$ cat src/rtl/lcm_from_gcd.sv
// lcm_from_gcd: LCM = (M / GCD) * N, computed serially downstream of the GCD engine.
// A restoring divider produces one quotient bit per cycle (MSB first). A shift-add
// multiplier then consumes one quotient bit per cycle.
// GCD == 0 or a non-zero division remainder flags err and forces LCM to 0.
// Optional build macro LCM_EARLY_TERM_EN: the multiply phase stops as soon as the
// remaining quotient bits are all zero. Results are unchanged; only latency shrinks.
//
// Handshake: start is sampled only in IDLE, and start in any other state is dropped,
// not queued. busy is high in every state except IDLE. done pulses for one cycle,
// and LCM/err are valid from that pulse until the next accepted start.
module lcm_from_gcd #(
    parameter int WIDTH = 8
) (
    input  logic               clk,
    input  logic               async_reset,
    input  logic               start,
    input  logic [WIDTH-1:0]   M,
    input  logic [WIDTH-1:0]   N,
    input  logic [WIDTH-1:0]   GCD,
    output logic               busy,
    output logic               done,
    output logic               err,
    output logic [2*WIDTH-1:0] LCM,
    output logic [1:0]         state_dbg
);

    localparam int CW = $clog2(WIDTH + 1);
    localparam logic [CW-1:0] LAST_STEP = CW'(WIDTH - 1);

    typedef enum logic [1:0] {
        S_IDLE = 2'd0,
        S_DIV  = 2'd1,
        S_MUL  = 2'd2,
        S_DONE = 2'd3
    } state_t;

    state_t             state_q, state_d;
    logic [WIDTH-1:0]   m_q, m_d;       // dividend shift register, MSB leaves first
    logic [WIDTH-1:0]   g_q, g_d;       // latched divisor
    logic [WIDTH-1:0]   r_q, r_d;       // partial remainder, always < divisor
    logic [WIDTH-1:0]   q_q, q_d;       // quotient during DIV, multiplier during MUL
    logic [2*WIDTH-1:0] n_q, n_d;       // multiplicand, shifts left during MUL
    logic [2*WIDTH-1:0] acc_q, acc_d;
    logic [CW-1:0]      cnt_q, cnt_d;
    logic               busy_q, busy_d;
    logic               done_q, done_d;
    logic               err_q, err_d;
    logic [2*WIDTH-1:0] lcm_q, lcm_d;

    // One restoring-division step. If the shifted remainder is at least the divisor,
    // the true difference is below the divisor. So low-WIDTH-bit subtraction is exact.
    logic [WIDTH:0]     r_sh;
    logic               r_ge;
    logic [WIDTH-1:0]   r_next;
    logic [WIDTH-1:0]   q_shift;
    logic               mul_last;

    assign r_sh    = {r_q, m_q[WIDTH-1]};
    assign r_ge    = (r_sh >= {1'b0, g_q});
    assign r_next  = r_ge ? (r_sh[WIDTH-1:0] - g_q) : r_sh[WIDTH-1:0];
    assign q_shift = q_q >> 1;

`ifdef LCM_EARLY_TERM_EN
    assign mul_last = (cnt_q == LAST_STEP) || (q_shift == '0);
`else
    assign mul_last = (cnt_q == LAST_STEP);
`endif

    // Next-state and datapath update for the IDLE -> DIV -> MUL -> DONE sequence
    always_comb begin
        state_d = state_q;
        m_d     = m_q;
        g_d     = g_q;
        r_d     = r_q;
        q_d     = q_q;
        n_d     = n_q;
        acc_d   = acc_q;
        cnt_d   = cnt_q;
        done_d  = 1'b0;
        err_d   = err_q;
        lcm_d   = lcm_q;

        unique case (state_q)
            S_IDLE: begin
                if (start) begin
                    m_d   = M;
                    g_d   = GCD;
                    n_d   = {{WIDTH{1'b0}}, N};
                    r_d   = '0;
                    q_d   = '0;
                    acc_d = '0;
                    cnt_d = '0;
                    lcm_d = '0;
                    err_d = (GCD == '0);
                    state_d = (GCD == '0) ? S_DONE : S_DIV;
                end
            end
            S_DIV: begin
                m_d   = m_q << 1;
                r_d   = r_next;
                q_d   = {q_q[WIDTH-2:0], r_ge};
                if (cnt_q == LAST_STEP) begin
                    cnt_d = '0;
                    if (r_next != '0) begin
                        err_d   = 1'b1;
                        state_d = S_DONE;
                    end else begin
                        state_d = S_MUL;
                    end
                end else begin
                    cnt_d = cnt_q + 1'b1;
                end
            end
            S_MUL: begin
                if (q_q[0]) acc_d = acc_q + n_q;
                q_d   = q_shift;
                n_d   = n_q << 1;
                cnt_d = cnt_q + 1'b1;
                if (mul_last) begin
                    cnt_d   = '0;
                    state_d = S_DONE;
                end
            end
            S_DONE: begin
                done_d  = 1'b1;
                lcm_d   = err_q ? '0 : acc_q;
                state_d = S_IDLE;
            end
            default: state_d = S_IDLE;
        endcase

        busy_d = (state_d != S_IDLE);
    end

    // State and output registers; reset aborts any operation without a done pulse
    always_ff @(posedge clk or posedge async_reset) begin
        if (async_reset) begin
            state_q <= S_IDLE;
            m_q     <= '0;
            g_q     <= '0;
            r_q     <= '0;
            q_q     <= '0;
            n_q     <= '0;
            acc_q   <= '0;
            cnt_q   <= '0;
            busy_q  <= 1'b0;
            done_q  <= 1'b0;
            err_q   <= 1'b0;
            lcm_q   <= '0;
        end else begin
            state_q <= state_d;
            m_q     <= m_d;
            g_q     <= g_d;
            r_q     <= r_d;
            q_q     <= q_d;
            n_q     <= n_d;
            acc_q   <= acc_d;
            cnt_q   <= cnt_d;
            busy_q  <= busy_d;
            done_q  <= done_d;
            err_q   <= err_d;
            lcm_q   <= lcm_d;
        end
    end

    assign busy      = busy_q;
    assign done      = done_q;
    assign err       = err_q;
    assign LCM       = lcm_q;
    assign state_dbg = state_q;

endmodule

$ cat config.mk
export PLATFORM = sky130hd
export DESIGN_NAME = lcm_from_gcd
export DESIGN_NICKNAME = d
export VERILOG_FILES = /design/src/rtl/lcm_from_gcd.sv
export SDC_FILE = /design/constraint.sdc
export NUM_CORES = 1
export LEC_CHECK = 0
export CAP_MARGIN = 40
export CORE_MARGIN = 5
export CORE_UTILIZATION = 58
export DETAILED_ROUTE_END_ITERATION = 12
export GPL_TIMING_DRIVEN = 0
export PLACE_DENSITY = 0.89
export RECOVER_POWER = 100
export SYNTH_ARGS = -nofsm -noshare
export SYNTH_HDL_FRONTEND = slang
export SYNTH_SLANG_ARGS = --single-unit
$ cat constraint.sdc
create_clock -name clk -period 3.3 [get_ports clk]
set_input_delay 0.495 -clock clk [delete_from_list [all_inputs] [get_ports clk]]
set_output_delay 0.495 -clock clk [all_outputs]
set_load 0.005 [all_outputs]
## Word level (Yosys, flattened, before mapping)

Cells that the tools add are included.

- Add/subtract/negate cells: 3
- Magnitude comparators: 1
- Eq/ne operators: 8
- Multiplexer cells: 27
- Reduce and logical (&&, ||, !) cells: 18

Operators by type and width:

| operator | count |
|---|---|
| 16-bit one-hot mux with 2 select lines | 3 |
| 16-bit 2-to-1 mux | 4 |
| 8-bit one-hot mux with 2 select lines | 2 |
| 8-bit 2-to-1 mux | 3 |
| 8-bit one-hot mux with 3 select lines | 1 |
| 16-bit adder | 1 |
| 2-bit AND reduction | 6 |
| 2-bit nonzero test | 5 |
| 9-bit by 8-bit greater-or-equal comparator with 1-bit output | 1 |
| 8-bit zero test | 1 |
| 2-bit 2-to-1 mux | 4 |
| 4-bit 2-to-1 mux | 2 |
| 2-bit != test, second input constant | 4 |
| 2-bit one-hot mux with 4 select lines | 1 |
| 4-bit one-hot mux with 2 select lines | 1 |
| 8-bit nonzero test | 1 |
| 8-bit subtractor | 1 |
| 1-bit 2-to-1 mux | 5 |
| 4-bit by 1-bit adder with 4-bit output, second input constant | 1 |
| 2-bit == test, second input constant | 2 |
| 4-bit by 3-bit == test with 1-bit output, second input constant | 1 |
| 4-bit AND reduction | 1 |
| 3-bit AND reduction | 1 |
| 3-bit nonzero test | 1 |
| other kinds (4) | 4 |

- Register bits after elaboration: 89
- Input bits: 27
- Output and inout bits: 21
- Word-level logic and storage cells: 69

## Depth between registers and ports, before layout

- Depth after elaboration: 7
- Mapped depth: 10

## Worst setup path before layout

Ideal clock, no wire load.

- Kind: register -> register
- From: reg m_q[7]
- To: reg busy_q (netlist: busy)
- Setup time: 0.131 ns
- Arrival time: 1.994 ns
- Data required time: 3.169 ns
- Slack: 1.175 ns
- Cell stages (with the launch flop): 11
- Buffers on the path: 0
- Period minus slack after synthesis: 2.125 ns
- Cell sequence: dfrtp_1 inv_1 ha_1 inv_1 fa_1 a211oi_1 o21ai_0 a21oi_1 o2111ai_1 o211ai_1 nand3b_1

- Word-level cells in the longest chain between the ends: 7

Ends and longest elaborated chain:

| item | RTL line | RTL |
|---|---|---|
| start, declared | 38 | `logic [WIDTH-1:0] m_q, m_d;` |
| start signal, assigned | 152 | `m_q <= m_d;` |
| 8-bit subtractor / 9-bit by 8-bit greater-or-equal comparator with 1-bit output (equally long branches) | 60, 59 |  |
| 8-bit 2-to-1 mux * | 60 | `assign r_next = r_ge ? (r_sh[WIDTH-1:0] - g_q) : r_sh[WIDTH-1:0];` |
| 8-bit nonzero test * | 104 | `if (r_next != '0) begin` |
| 1-bit 2-to-1 mux * | 104 |  |
| 2-bit 2-to-1 mux * | 102 | `if (cnt_q == LAST_STEP) begin` |
| 2-bit one-hot mux with 4 select lines * | 83 | `unique case (state_q)` |
| 2-bit nonzero test * | 132 | `busy_d = (state_d != S_IDLE);` |
| net busy_d | 45 | `logic busy_q, busy_d;` |
| end signal, assigned | 159 | `busy_q <= busy_d;` |
| end, declared | 45 |  |

Mark *: on every way through the listed nets, which the timed path passes. The rest lies on a longest branch.
A chain may end at the register's enable or synchronous reset.

## Worst setup path in the final report

- From: reg r_q[5]
- To: reg q_q[0]

- Word-level cells in the longest chain between the ends: 2

Ends and longest elaborated chain:

| item | RTL line | RTL |
|---|---|---|
| start, declared | 40 | `logic [WIDTH-1:0] r_q, r_d;` |
| start signal, assigned | 154 | `r_q <= r_d;` |
| 9-bit by 8-bit greater-or-equal comparator with 1-bit output | 59 | `assign r_ge = (r_sh >= {1'b0, g_q});` |
| 8-bit one-hot mux with 3 select lines | 83 |  |
| end signal, assigned | 155 | `q_q <= q_d;` |
| end, declared | 41 | `logic [WIDTH-1:0] q_q, q_d;` |

Every way passes these cells.

==> impl_metrics.ini <==
[sta]
setup_viol = 0
max_slew.worst_pin.slew_ps = 1700
grt_setup_unrepaired = no
hold_violations = 0
fin_crit_sh_pct = 83.0
finalCriticalPeriod_ps = 2740
skew_ps = 9.10
fmax_mhz = 365
drv_slew = 36
setup_slack_ps = 561
slew_headroom_pct = -13.8

[clock_network]
cts_made_buffers = 9
clock_latency_ps = 360
cts_sinks = 89
cts.reportedPaths.clkPinSlew_ps = 100
cts_setup_buffers = 0
cts-hold-fix-buffers = 0
post_cts_resized = 0
clk_path_buf_depth = 2
cts_tree = done
cts-htree-levels = 3
cts-root-buf = clkbuf_8

[final_layout]
drive_gt1_share_pct = 5.64
instances_no_fill = 711
fin_area_um2 = 5920
final_common_cell = dfrtp_1
diodes = 0
syn2layout_area_growth_pct = 16.7
layout_common_cells = dfrtp_1 (89), nand2_1 (88), o21ai_0 (65)
final_nets = 655

[critical_path]
cp.depth = 6
max_stage_delay_ps = 720
crit_family = compound AO/OA/AOI/OAI gates
worstPathArrival_ps = 2980
rr_worst_depth = 6
startpoint_type = register
worstSetupPathType = reg2reg
cp_cell_sequence = ha_1 > a21o_1 > a211oi_1 > nand2_1 > a222oi_1 > inv_1
critPathBufInv = 1
path_max_fanout = 8
cp-end-kind = register
cp_data_required_time_ps = 3540
slowest_stage = a211oi_1

[power_and_ir_drop]
seqPwrFrac_pct = 32.2
switching_power_mw = 2.31
leakagePower_nw = 2.69
p_int_mw = 2.95
clock_power_share_pct = 16.2
sw_frac_of_total_pct = 43.9
irDropWorstVdd_v = 0.000550
power_frac_comb_pct = 51.6
p_per_area_nw_per_um2 = 889

[placement]
pre_cts_slack_ps = 823
routabilityCongestion = 0.898
placedCellCount = 695
place_area_um2 = 5710
dp_hpwl_mm = 9.10
portBuffers = 47

[floorplanning]
die_y_um = 104
core_area_um2 = 8640
initial_utilization_pct = 58.7
ios = 48
rows = 34
die_w_um = 104
die_area_um2 = 10700

[logic_synthesis]
synth_edf_count = 0
ys.warnings.count = 0
synthDistinctLibCells = 68
syn_inst = 539
synth.yosys.seq_area_share_pct = 43.9
yosysTopAreaCell = dfrtp_1
avgSynthCellArea_um2 = 9.41
synth_top_area_share_pct = 43.9
netlist_area_um2 = 5070
ys_seq_elements = 89
synth.net_count = 596
synth_area_leaders = dfrtp_1 (44%), ha_1 (6.9%), nand2_1 (6.5%), o21ai_0 (4.2%), mux2i_1 (3.6%)
ys.flop_type = dfrtp_1
async_reset_ff_share_pct = 100

[grt]
gr-usage-all-layers_pct = 23.1
grt_max_degree = 55
antenna_found_initial = 0
grt_pass1_vias = 4295
grt_pass1_wl_mm = 20.7
grt-ovfl-total = 0

[drt]
ant_nets = 0
routedWlPerCell_um = 17.4
route.vias.total = 4389
vias_per_cell = 6.17
drtIter0Drc = 436
post-route-drc-count = 0
drt-total-wl_mm = 12.4
dr.pass1.iters = 6

[hold_path]
whs_path_depth = 2
hold_class = reg2reg

[flow_run]
cap_violations = 1

[status]
violations = max-capacitance violations, max-slew violations
outcome = finished, violations left
## registers in the layout, summed over array words and instances (netlist names)
register,flops
n_q,16
state_dbg,2
g_q,8
cnt_q,4
busy,1
acc_q,16
done,1
q_q,8
m_q,8
LCM,16
err,1
r_q,8
## power by group through the flow
| stage | Combinational (mW) | Sequential (mW) | Clock (mW) |
|---|---|---|---|
| floorplan | 2.11 | 1.61 | 0 |
| global placement | 2.60 | 1.68 | 0 |
| detailed placement | 2.70 | 1.70 | 0 |
| CTS | 2.73 | 1.68 | 0.855 |
| global route | 3.04 | 1.73 | 0.918 |
| finish | 2.72 | 1.69 | 0.850 |
## worst reg2reg max path, stage by stage (launching register included)
cell and delay (ps):
dfrtp_1 450, ha_1 370, a21o_1 220, a211oi_1 720
nand2_1 380, a222oi_1 410, inv_1 70
## through the flow
| step | utilization (%) | hold WS (ps) | setup TNS (ps) | total power [mW] |
|---|---|---|---|---|
| after detailed placement | 66.1 | 477 | 0 | 4.40 |
| after global routing | 68.5 | 517 | 0 | 5.68 |
| final | 68.5 | 482 | 0 | 5.26 |
| after global placement | 65.7 | 461 | -69460 | 4.28 |
| after CTS | 68.7 | 499 | 0 | 5.27 |
| after floorplan | - | 450 | 0 | 3.73 |
## synthesized netlist by cell type, drive strengths merged, types with 3 or more instances
cell and n:
nor4 3, a211oi 5, a31oi 9, a222oi 7
nor2b 4, nand3b 3, inv 26, o211ai 7
nor3 9, and3 5, clkbuf 19, nand2 90
xor2 4, ha 28, nand3 14, a21oi 21
dfrtp 89, o21a 3, a32o 8, nand4 3
buf 3, o21bai 3, xnor2 9, nor3b 6
a21o 9, mux2i 18, o21ai 69, a22o 10
nand2b 5, nor2 20
## final timing paths
path,start,endpoint,slack [ps]
min reg2reg,LCM[4],LCM[4],480
min in group asynchronous,async_reset,g_q[4],1000
max,r_q[5],q_q[0],560
min,LCM[4],LCM[4],480
max in group asynchronous,async_reset,q_q[7],1400
max reg2reg,r_q[5],q_q[0],560
## metal layers
layer	wire length [um]	track usage, %
met3	878	5.72
met5	0	0
met4	343	8.81
met2	5610	34.8
met1	5520	32.4
## kinds of logic (layout without fill, tap and decap cells)
kind of cell,Yosys count,count (layout),synth area share [%]
flip-flops,89,89,43.9
AO/OA/AOI/OAI,171,171,22.8
XOR/XNOR,13,13,2.25
buffers and inverters,48,112,3.92
AND/OR/NAND/NOR,168,168,15.4
adder cells (fa/ha/maj),30,30,7.70
multiplexers,20,20,4.00
## layout make-up
cell class	instances	area, um^2
fillers	656	2720
multi-input cells	402	2640
flip-flops and latches	89	2230
repair buffers	48	498
well taps	108	135
clock buffers	9	124
clock inverters	7	100
plain buffers	22	100
inverters	26	98.8
No activity file was read; power rests on OpenSTA's default activity.
==> edit, RTL diff (same settings) <==
Change the parameter `WIDTH` from 8 to 16.
--- a/src/rtl/lcm_from_gcd.sv
+++ b/src/rtl/lcm_from_gcd.sv
@@ -10,5 +10,5 @@
 // and LCM/err are valid from that pulse until the next accepted start.
 module lcm_from_gcd #(
-    parameter int WIDTH = 8
+    parameter int WIDTH = 16
 ) (
     input  logic               clk,
Interface: changed (resized GCD, LCM, M and N); port bits go from 48 to 88. No check against the original RTL was run, so the function may have changed too.
==> edit against the unedited design <==
  * Final cell count grew 86%
  * Routed wire length grew 98%
  * Largest power group unchanged
  * Cell area grew 93%
  * Largest cell class unchanged
  * Synthesized area grew 84%
  * Global-route usage grew 3.9 points
  * Critical path depth grew 5
  * Setup slack lost 0.54 ns
  * Combinational power grew 50%
  * Worst hold slack lost 0.0043 ns
  * Clock skew grew 0.0026 ns
  * Clock power grew to 2.5 times the old value
  * Total power grew 72%
  * Sequential cell count grew 81
  * Sequential power grew 67%
==> edit: results <==
[finish]
layout.area.seq_mm2 = 0.004255
clock_tree_area_fraction = 0.05585
clock_buffers = 21
non_clock_buffer_count = 159
n_antenna_cell = 0
nNetsFinal = 1195
fillers = 1054
drive_above_1_share = 0.09157
multi_input_area_share = 0.4213
final.signal_inverter_count = 51
number_of_multi_input_combinational_cells = 691
layout.buffer.nonclock.area_share = 0.1098

[yosys]
synth.lib_cells_used.distinct = 65
total_nets_after_synthesis = 1063
yosysWarnings = 0
synth_compound_gate_area_share = 0.2239
synth_seq_area_share = 0.4571
synth.area.mux_share = 0.04974
synth_seq_cells = 170
synth_top_cells_by_area = dfrtp_1 (46%), ha_1 (7.0%), nand2_1 (6.3%), o21ai_0 (5.9%), a22o_1 (4.9%)
synthAdderAreaFrac = 0.07421
synth_commonest_cells = dfrtp_1 (170), nand2_1 (156), o21ai_0 (109)
synth-xor-area-share = 0.03200

[global_route]
global_route.usage.total = 0.2701
grt_pass1_wl_um = 40120
number_of_global_route_vias_before_repair = 8183
grt_max_degree = 40

[placed_design]
place_ws_ns = -0.3340
dp.final_hpwl_um = 16480
placement.io_buffers = 87
gpl.final_weighted_congestion = 0.8825

[pwr]
power_switching_share = 0.3967
ir_drop_mv = 0.4987
leakage_uw = 0.005501
p_seq_uw = 2830
finalPower_uw = 9064
comb-power_uw = 4080

[detailed_routing]
average_routed_wire_per_standard_cell_um = 18.51
via_per_inst = 6.222
first_pass_iters = 6
drt_iter0_markers = 882

[timing]
relSlewSlack = 0.3273
fin_skew_ns = 0.01166

[clock_network]
ctsRootBufferMaster = clkbuf_16
clk-insertion-delay-late_ns = 0.43
cts.reportedPaths.clkPinSlew_ns = 0.07
cts.htree.levels = 4
deepest_clock_path_buffer_count = 2
cts_hold_buf = 0
cts_inserted_buffers = 17

[worst_setup_path]
slowest_delay_ns = 0.49
crit_fanout = 10
crit_path_top_delay_cell = ha_1
cpLargestDelayFamily = compound AO/OA/AOI/OAI gates
critical_path_arrival_ns = 3.57

[run_status]
run_status = finished, final reports clean
## edit: final timing paths
kind	startpoint	to	slack (ns)	depth (start not counted)
min in group asynchronous	async_reset	LCM[29]	0.69	2
min reg2reg	LCM[2]	LCM[2]	0.48	2
max in group asynchronous	async_reset	r_q[0]	0.52	4
max	r_q[7]	state_dbg[0]	0.03	11
min	LCM[2]	LCM[2]	0.48	2
max reg2reg	r_q[7]	state_dbg[0]	0.03	11
## edit: metrics by stage
step	std cells	cell area (um2)
3_3_place_gp	1261	10450
4_1_cts	1310	11340
2_1_floorplan	958	9310
3_5_place_dp	1266	10540
5_1_grt	1319	11420
6_report	1319	11420
## edit: layer usage
layer,wire length (um),vias to the layer above,global-route usage
met3,1508,81,0.05184
li1,-,3748,-
met1,10020,4012,0.3429
met5,0,-,0
met4,765,0,0.1125
met2,12120,366,0.4543
## edit: what timing repair did
item                                    CTS  global route
buffers inserted                         12            10
pin swaps                                18             8
endpoints found under the setup margin   34            42
resized for setup                        21            19
cloned                                    0             0
